<file path="src/rtl/cpu_ctrl_pkg.sv">
// Shared types and constants for the cpu_ctrl_seq micro-instruction sequencer.
// Optional feature macro: CPU_CTRL_ERR_EN (sticky illegal-op flag on o_err).
package cpu_ctrl_pkg;

    // Micro-instruction field positions
    localparam int unsigned OpMsb  = 15;
    localparam int unsigned OpLsb  = 13;
    localparam int unsigned CinBit = 12;
    localparam int unsigned AluMsb = 11;
    localparam int unsigned AluLsb = 8;
    localparam int unsigned ImmMsb = 7;
    localparam int unsigned ImmLsb = 0;

    // Largest supported number of recovery cycles after an instruction
    localparam int unsigned RecoverCycMax = 3;

    typedef enum logic [2:0] {
        OpNop  = 3'b000,
        OpLda  = 3'b001,
        OpLdb  = 3'b010,
        OpRda  = 3'b011,
        OpRdb  = 3'b100,
        OpAlu  = 3'b101,
        OpIll6 = 3'b110,
        OpIll7 = 3'b111
    } op_e;

    // FSM encoding kept as plain constants for legacy tool compatibility
    typedef logic [2:0] state_t;
    localparam state_t StIdle    = 3'd0;
    localparam state_t StAct1    = 3'd1;
    localparam state_t StAct2    = 3'd2;
    localparam state_t StAct3    = 3'd3;
    localparam state_t StRecover = 3'd4;

    // Per-op control flags produced by the decoder
    typedef struct packed {
        logic sel_b;          // target register B rather than A
        logic drives_bus;     // load: immediate is driven onto the databus
        logic reads_reg;      // register read enable is used
        logic returns_result; // a response is captured from the bus
        logic is_alu;         // ALU result/flag drive
        logic illegal;        // reserved op encoding
    } dec_t;

endpackage

</file>
<file path="src/rtl/cpu_ctrl_decode.sv">
// Combinational op decoder for cpu_ctrl_seq: maps an op to strobe-select and bus flags.
module cpu_ctrl_decode
    import cpu_ctrl_pkg::*;
(
    input  op_e  op_i,
    output dec_t dec_o
);

    // Each legal op enables exactly one strobe group
    always_comb begin
        dec_o = '0;
        unique case (op_i)
            OpNop: ;
            OpLda: dec_o.drives_bus = 1'b1;
            OpLdb: begin
                dec_o.drives_bus = 1'b1;
                dec_o.sel_b      = 1'b1;
            end
            OpRda: begin
                dec_o.reads_reg      = 1'b1;
                dec_o.returns_result = 1'b1;
            end
            OpRdb: begin
                dec_o.reads_reg      = 1'b1;
                dec_o.returns_result = 1'b1;
                dec_o.sel_b          = 1'b1;
            end
            OpAlu: begin
                dec_o.is_alu         = 1'b1;
                dec_o.returns_result = 1'b1;
            end
            OpIll6, OpIll7: dec_o.illegal = 1'b1;
        endcase
    end

endmodule

</file>
<file path="src/rtl/cpu_ctrl_seq.sv">
// Micro-instruction sequencer driving the A/B register file, ALU and databus.
// Every output is registered; strobes are computed from the next FSM state.
// Optional feature macro: CPU_CTRL_ERR_EN (sticky illegal-op flag on o_err).
// RECOVER_CYC must lie in 0..RecoverCycMax.
module cpu_ctrl_seq
    import cpu_ctrl_pkg::*;
#(
    parameter int unsigned DATA_W      = 8,
    parameter int unsigned RECOVER_CYC = 1
) (
    input  logic              i_pld_clk,
    input  logic              i_pld_rst,
    input  logic [15:0]       i_instr,
    input  logic              i_instr_valid,
    output logic              o_instr_ready,
    output logic              o_a_wrtn,
    output logic              o_b_wrtn,
    output logic              o_a_rdn,
    output logic              o_b_rdn,
    output logic [3:0]        o_alu_opcode,
    output logic              o_cin,
    output logic              o_alu_sel,
    output logic              o_alu_flag_sel,
    output logic [DATA_W-1:0] o_data,
    output logic              o_data_oe,
    input  logic [DATA_W-1:0] i_data,
    output logic [DATA_W-1:0] o_rsp_data,
    output logic              o_rsp_valid,
    output logic              o_err
);

    state_t            state_q, state_d;
    logic [1:0]        rec_cnt_q, rec_cnt_d;
    op_e               op_q, op_d;
    logic              ready_q, ready_d;
    logic              a_wrtn_q, a_wrtn_d, b_wrtn_q, b_wrtn_d;
    logic              a_rdn_q, a_rdn_d, b_rdn_q, b_rdn_d;
    logic [3:0]        alu_opcode_q, alu_opcode_d;
    logic              cin_q, cin_d;
    logic              sel_q, sel_d;
    logic [DATA_W-1:0] data_q, data_d;
    logic              oe_q, oe_d;
    logic [DATA_W-1:0] rsp_data_q, rsp_data_d;
    logic              rsp_valid_q, rsp_valid_d;

    logic accept;
    logic rec_last;
    logic act12, act123;
    dec_t dec;

    assign accept   = (state_q == StIdle) && ready_q && i_instr_valid;
    // Last recovery cycle once the counter has covered RECOVER_CYC cycles
    assign rec_last = ({30'd0, rec_cnt_q} + 32'd1) >= RECOVER_CYC;

    // Op is latched at accept; the decoder sees the value valid for the next cycle
    always_comb begin
        op_d = op_q;
        if (accept) begin
            op_d = op_e'(i_instr[OpMsb:OpLsb]);
        end
    end

    cpu_ctrl_decode u_decode (
        .op_i  (op_d),
        .dec_o (dec)
    );

    // Next-state logic: ACT1..ACT3 for bus ops, ACT1 only for NOP/illegal, then RECOVER
    always_comb begin
        state_d   = state_q;
        rec_cnt_d = rec_cnt_q;
        unique case (state_q)
            StIdle: begin
                if (accept) begin
                    state_d = StAct1;
                end
            end
            StAct1: begin
                if (dec.drives_bus || dec.returns_result) begin
                    state_d = StAct2;
                end else begin
                    state_d   = (RECOVER_CYC == 0) ? StIdle : StRecover;
                    rec_cnt_d = 2'd0;
                end
            end
            StAct2: state_d = StAct3;
            StAct3: begin
                state_d   = (RECOVER_CYC == 0) ? StIdle : StRecover;
                rec_cnt_d = 2'd0;
            end
            StRecover: begin
                if (rec_last) begin
                    state_d = StIdle;
                end else begin
                    rec_cnt_d = rec_cnt_q + 2'd1;
                end
            end
            default: state_d = StIdle;
        endcase
    end

    // Output next values derived from the state about to be entered
    always_comb begin
        act12  = (state_d == StAct1) || (state_d == StAct2);
        act123 = act12 || (state_d == StAct3);

        ready_d  = (state_d == StIdle);
        a_wrtn_d = !((state_d == StAct2) && dec.drives_bus && !dec.sel_b);
        b_wrtn_d = !((state_d == StAct2) && dec.drives_bus && dec.sel_b);
        a_rdn_d  = !(act12 && dec.reads_reg && !dec.sel_b);
        b_rdn_d  = !(act12 && dec.reads_reg && dec.sel_b);
        oe_d     = act123 && dec.drives_bus;
        sel_d    = act12 && dec.is_alu;

        data_d = data_q;
        if (accept && dec.drives_bus) begin
            data_d = i_instr[ImmMsb:ImmLsb];
        end

        // ALU controls persist until the next ALU op
        alu_opcode_d = alu_opcode_q;
        cin_d        = cin_q;
        if (accept && dec.is_alu) begin
            alu_opcode_d = i_instr[AluMsb:AluLsb];
            cin_d        = i_instr[CinBit];
        end

        // Bus is sampled at the end of ACT1 and presented during ACT2
        rsp_valid_d = (state_q == StAct1) && (state_d == StAct2) && dec.returns_result;
        rsp_data_d  = rsp_valid_d ? i_data : rsp_data_q;
    end

    // State and output registers with synchronous reset
    always_ff @(posedge i_pld_clk) begin
        if (i_pld_rst) begin
            state_q      <= StIdle;
            rec_cnt_q    <= 2'd0;
            op_q         <= OpNop;
            ready_q      <= 1'b0;
            a_wrtn_q     <= 1'b1;
            b_wrtn_q     <= 1'b1;
            a_rdn_q      <= 1'b1;
            b_rdn_q      <= 1'b1;
            alu_opcode_q <= 4'd0;
            cin_q        <= 1'b0;
            sel_q        <= 1'b0;
            data_q       <= '0;
            oe_q         <= 1'b0;
            rsp_data_q   <= '0;
            rsp_valid_q  <= 1'b0;
        end else begin
            state_q      <= state_d;
            rec_cnt_q    <= rec_cnt_d;
            op_q         <= op_d;
            ready_q      <= ready_d;
            a_wrtn_q     <= a_wrtn_d;
            b_wrtn_q     <= b_wrtn_d;
            a_rdn_q      <= a_rdn_d;
            b_rdn_q      <= b_rdn_d;
            alu_opcode_q <= alu_opcode_d;
            cin_q        <= cin_d;
            sel_q        <= sel_d;
            data_q       <= data_d;
            oe_q         <= oe_d;
            rsp_data_q   <= rsp_data_d;
            rsp_valid_q  <= rsp_valid_d;
        end
    end

`ifdef CPU_CTRL_ERR_EN
    logic err_q, err_d;

    // Sticky illegal-op flag, visible from ACT1 of the offending op
    always_comb begin
        err_d = err_q | (accept & dec.illegal);
    end

    // Error flag register, cleared only by reset
    always_ff @(posedge i_pld_clk) begin
        if (i_pld_rst) begin
            err_q <= 1'b0;
        end else begin
            err_q <= err_d;
        end
    end

    assign o_err = err_q;
`else
    logic unused_illegal;
    assign unused_illegal = dec.illegal;
    assign o_err          = 1'b0;
`endif

    assign o_instr_ready  = ready_q;
    assign o_a_wrtn       = a_wrtn_q;
    assign o_b_wrtn       = b_wrtn_q;
    assign o_a_rdn        = a_rdn_q;
    assign o_b_rdn        = b_rdn_q;
    assign o_alu_opcode   = alu_opcode_q;
    assign o_cin          = cin_q;
    assign o_alu_sel      = sel_q;
    assign o_alu_flag_sel = sel_q;
    assign o_data         = data_q;
    assign o_data_oe      = oe_q;
    assign o_rsp_data     = rsp_data_q;
    assign o_rsp_valid    = rsp_valid_q;

endmodule

</file>
<file path="config.mk">
export PLATFORM = sky130hd
export DESIGN_NAME = cpu_ctrl_seq
export DESIGN_NICKNAME = d
export VERILOG_FILES = /design/src/rtl/cpu_ctrl_pkg.sv /design/src/rtl/cpu_ctrl_decode.sv /design/src/rtl/cpu_ctrl_seq.sv
export SDC_FILE = /design/constraint.sdc
export NUM_CORES = 1
export LEC_CHECK = 0
export ABC_AREA = 1
export BUFFER_PORTS_ARGS = -buffer_cell sky130_fd_sc_hd__buf_2
export CORE_UTILIZATION = 40
export DETAILED_ROUTE_END_ITERATION = 6
export PLACE_DENSITY = 0.65
export SYNTH_ARGS = -nofsm -noshare
export SYNTH_HDL_FRONTEND = slang
export SYNTH_SLANG_ARGS = --single-unit
</file>
<file path="constraint.sdc">
create_clock -name i_pld_clk -period 3.4 [get_ports i_pld_clk]
set_input_delay 0.68 -clock i_pld_clk [delete_from_list [all_inputs] [get_ports i_pld_clk]]
set_output_delay 0.68 -clock i_pld_clk [all_outputs]
set_load 0.02 [all_outputs]
</file>
==> results.ini <==
[timing]
slew_viol_final = 0
rsz0062_at_grt = false
setup_tns_ps = 0
hold_viol = 0
whs_ps = 445
slew_headroom = 0.522
clock_skew_ps = 3.64
post-route-min-period_ps = 1960
worstMarginPinSlew_ps = 716
max_clock_freq_mhz = 511
period_share = 0.575
setup_viol = 0

[critical_path]
critical_path_class = in -> reg
cp-endpoint = o_data_oe
r2r_slack_ps = 1590
crit_chain = buf_2 -> nand2_1 -> nor2_4 -> nand2_4 -> nand2_1 -> nand2_1 -> nand2_2 -> nand2_2 -> nand2_4 -> nand3_2 -> nand2_2 -> nand3_2 -> nand2_1 -> nor2_2
endpoint_kind = flop
cp_max_fo = 12
r2r_cells = 12
required_ps = 3570
startpoint_type = primary input
critPathMaxStageDelay_ps = 170
crit_arrival_ps = 2120
slowest_stage = nand2_4
regToRegEndpoint = o_data_oe
cp-startpoint = i_instr_valid
crit_top_cell = nand2_1
rr_startpoint = state_q[2]

[clock_network]
postCtsSetupBuffers = 0
cts_max_path_buffers = 2
cts_root_buf = clkbuf_8
ctsHoldBuffers = 0
cts_tree = built
cts_inserted_buffers = 5
clkSinkCount = 37
cts_resized = 0
htreeDepth = 2
clk_latency_ps = 280
clk_pin_slew_ps = 70

[cells_and_area]
fin_nets = 278
layout-drive-gt1-share = 0.418
layout_commonest_cell = buf_2
antennaDiodeCount = 0
layout_common_cells = buf_2 (56), dfxtp_1 (37), nor2_1 (30)
layout-area-overhead-vs-synth_pct = 24.4
fillers = 372

[drt]
route.vias.total = 1374
vias_per_cell = 4.63
wire_per_inst_um = 10.5
drcViolationCount = 0
wl_um = 3130
first_iter_violations = 65
drt_pass1_iterations = 4
ant_nets = 0

[min_path]
hold_path_class = reg -> reg

[logic_synthesis]
syn_area_mm2 = 0.00163
synth_flop_cell = dfxtp_1
synth_warnings = 0
ys_ff_latch = 37
syn-instance-count = 192
syn_area_per_cell_um2 = 8.50
ys_async_sr_fraction = 0
synth_edf_count = 0
synth_cell_types = 29
syn-num-nets = 221
synth_seq_area_share = 0.454

[grt]
grt_pass1_vias = 1211
antenna_found_initial = 0
grt_overflow = 0
grt_pass1_wl_um = 5190
grt_max_degree = 28
grt_usage = 0.157

[placement]
io_buffers = 56
gp_congestion = 0.768
hpwl_um = 2300

[run_status]
status = completed

[die]
die_y_um = 65.9
die_w_um = 65.9
coreArea_mm2 = 0.00380
ioPinCount = 58
row_count = 22
start_util = 0.430
die_area_mm2 = 0.00434

[power]
peakVddDrop_mv = 0.296
p_per_area_mw_per_mm2 = 603
p_total_mw = 1.22
cellLeakagePower_nw = 0.994

[run]
maxCapViolCount = 0

==> power by group <==
group	switching [mW]	total, mW	internal [mW]
Combinational	0.246	0.367	0.121
Clock	0.144	0.357	0.213
Sequential	0.0244	0.500	0.475
==> how the worst min path moves through the flow <==
stage / from / endpoint / cells past startpoint
after floorplan: rec_cnt_q[0] / rec_cnt_q[0] / 1
after global placement: o_alu_opcode[2] / o_alu_opcode[2] / 2
after detailed placement: o_cin / o_cin / 2
after CTS: o_alu_opcode[1] / o_alu_opcode[1] / 2
after global routing: o_cin / o_cin / 2
final: o_cin / o_cin / 2
==> sequential cells by signal, indices dropped and copies added (netlist names), 2 cells and up <==
register / count
o_data: 8
o_rsp_data: 8
o_alu_opcode: 4
op_q: 3
state_q: 3
rec_cnt_q: 2
==> metal layers <==
layer | GRT usage | wire length [um] | vias up | share of wire
met5 | 0 | 0 | - | 0
met4 | 0.0734 | 33 | 0 | 0.011
met3 | 0.0500 | 188 | 4 | 0.060
met2 | 0.244 | 1350 | 41 | 0.43
met1 | 0.197 | 1550 | 598 | 0.50
li1 | - | - | 731 | -
==> synthesized netlist by cell type, types with 4 or more instances <==
cell | count | area, um^2
dfxtp_1 | 37 | 741
o21ai_1 | 16 | 80.1
nand2_4 | 4 | 45.0
nand3_1 | 7 | 35.0
nor2_1 | 30 | 113
nand2_1 | 11 | 41.3
inv_1 | 17 | 63.8
o21ai_0 | 7 | 35.0
nand2_2 | 13 | 81.3
nor2_2 | 11 | 68.8
a21oi_1 | 10 | 50.1
==> per-stage QoR <==
step / std cells / worst slack, ps / area (um^2) / utilization
5_1_grt: 297 / 1240 / 2030 / 0.535
3_5_place_dp: 290 / 1160 / 1930 / 0.507
4_1_cts: 297 / 1450 / 2030 / 0.535
2_1_floorplan: 192 / 1470 / 1630 / -
3_3_place_gp: 290 / 1210 / 1930 / 0.507
6_report: 297 / 1440 / 2030 / 0.535
==> cells by family (layout without fill, tap and decap cells) <==
group                      count (synthesis)  in the layout  share of synthesized area
and+or+nand+nor                           91             91                      0.335
adders and majority gates                  2              2                     0.0153
other                                      1              1                    0.00230
buffers and inverters                     26             83                     0.0789
DFF                                       37             37                      0.454
AOI/OAI and AO/OA                         35             35                      0.115
==> cell type report <==
| type | count | area (um^2) | area share |
|---|---|---|---|
| inverters | 20 | 82.6 | 0.0407 |
| flip-flops and latches | 37 | 741 | 0.365 |
| well taps | 48 | 60.1 | 0.0296 |
| multi-input cells | 129 | 763 | 0.376 |
| clock inverters | 2 | 35.0 | 0.0173 |
| repair buffers | 56 | 280 | 0.138 |
| clock buffers | 5 | 68.8 | 0.0339 |
==> worst max-delay path, delay by kind of cell <==
kind | cells | cell delay [ps]
buffers and inverters | 1 | 70
and+or+nand+nor | 13 | 1360
Note: power is estimated with default switching activity, not from simulation.
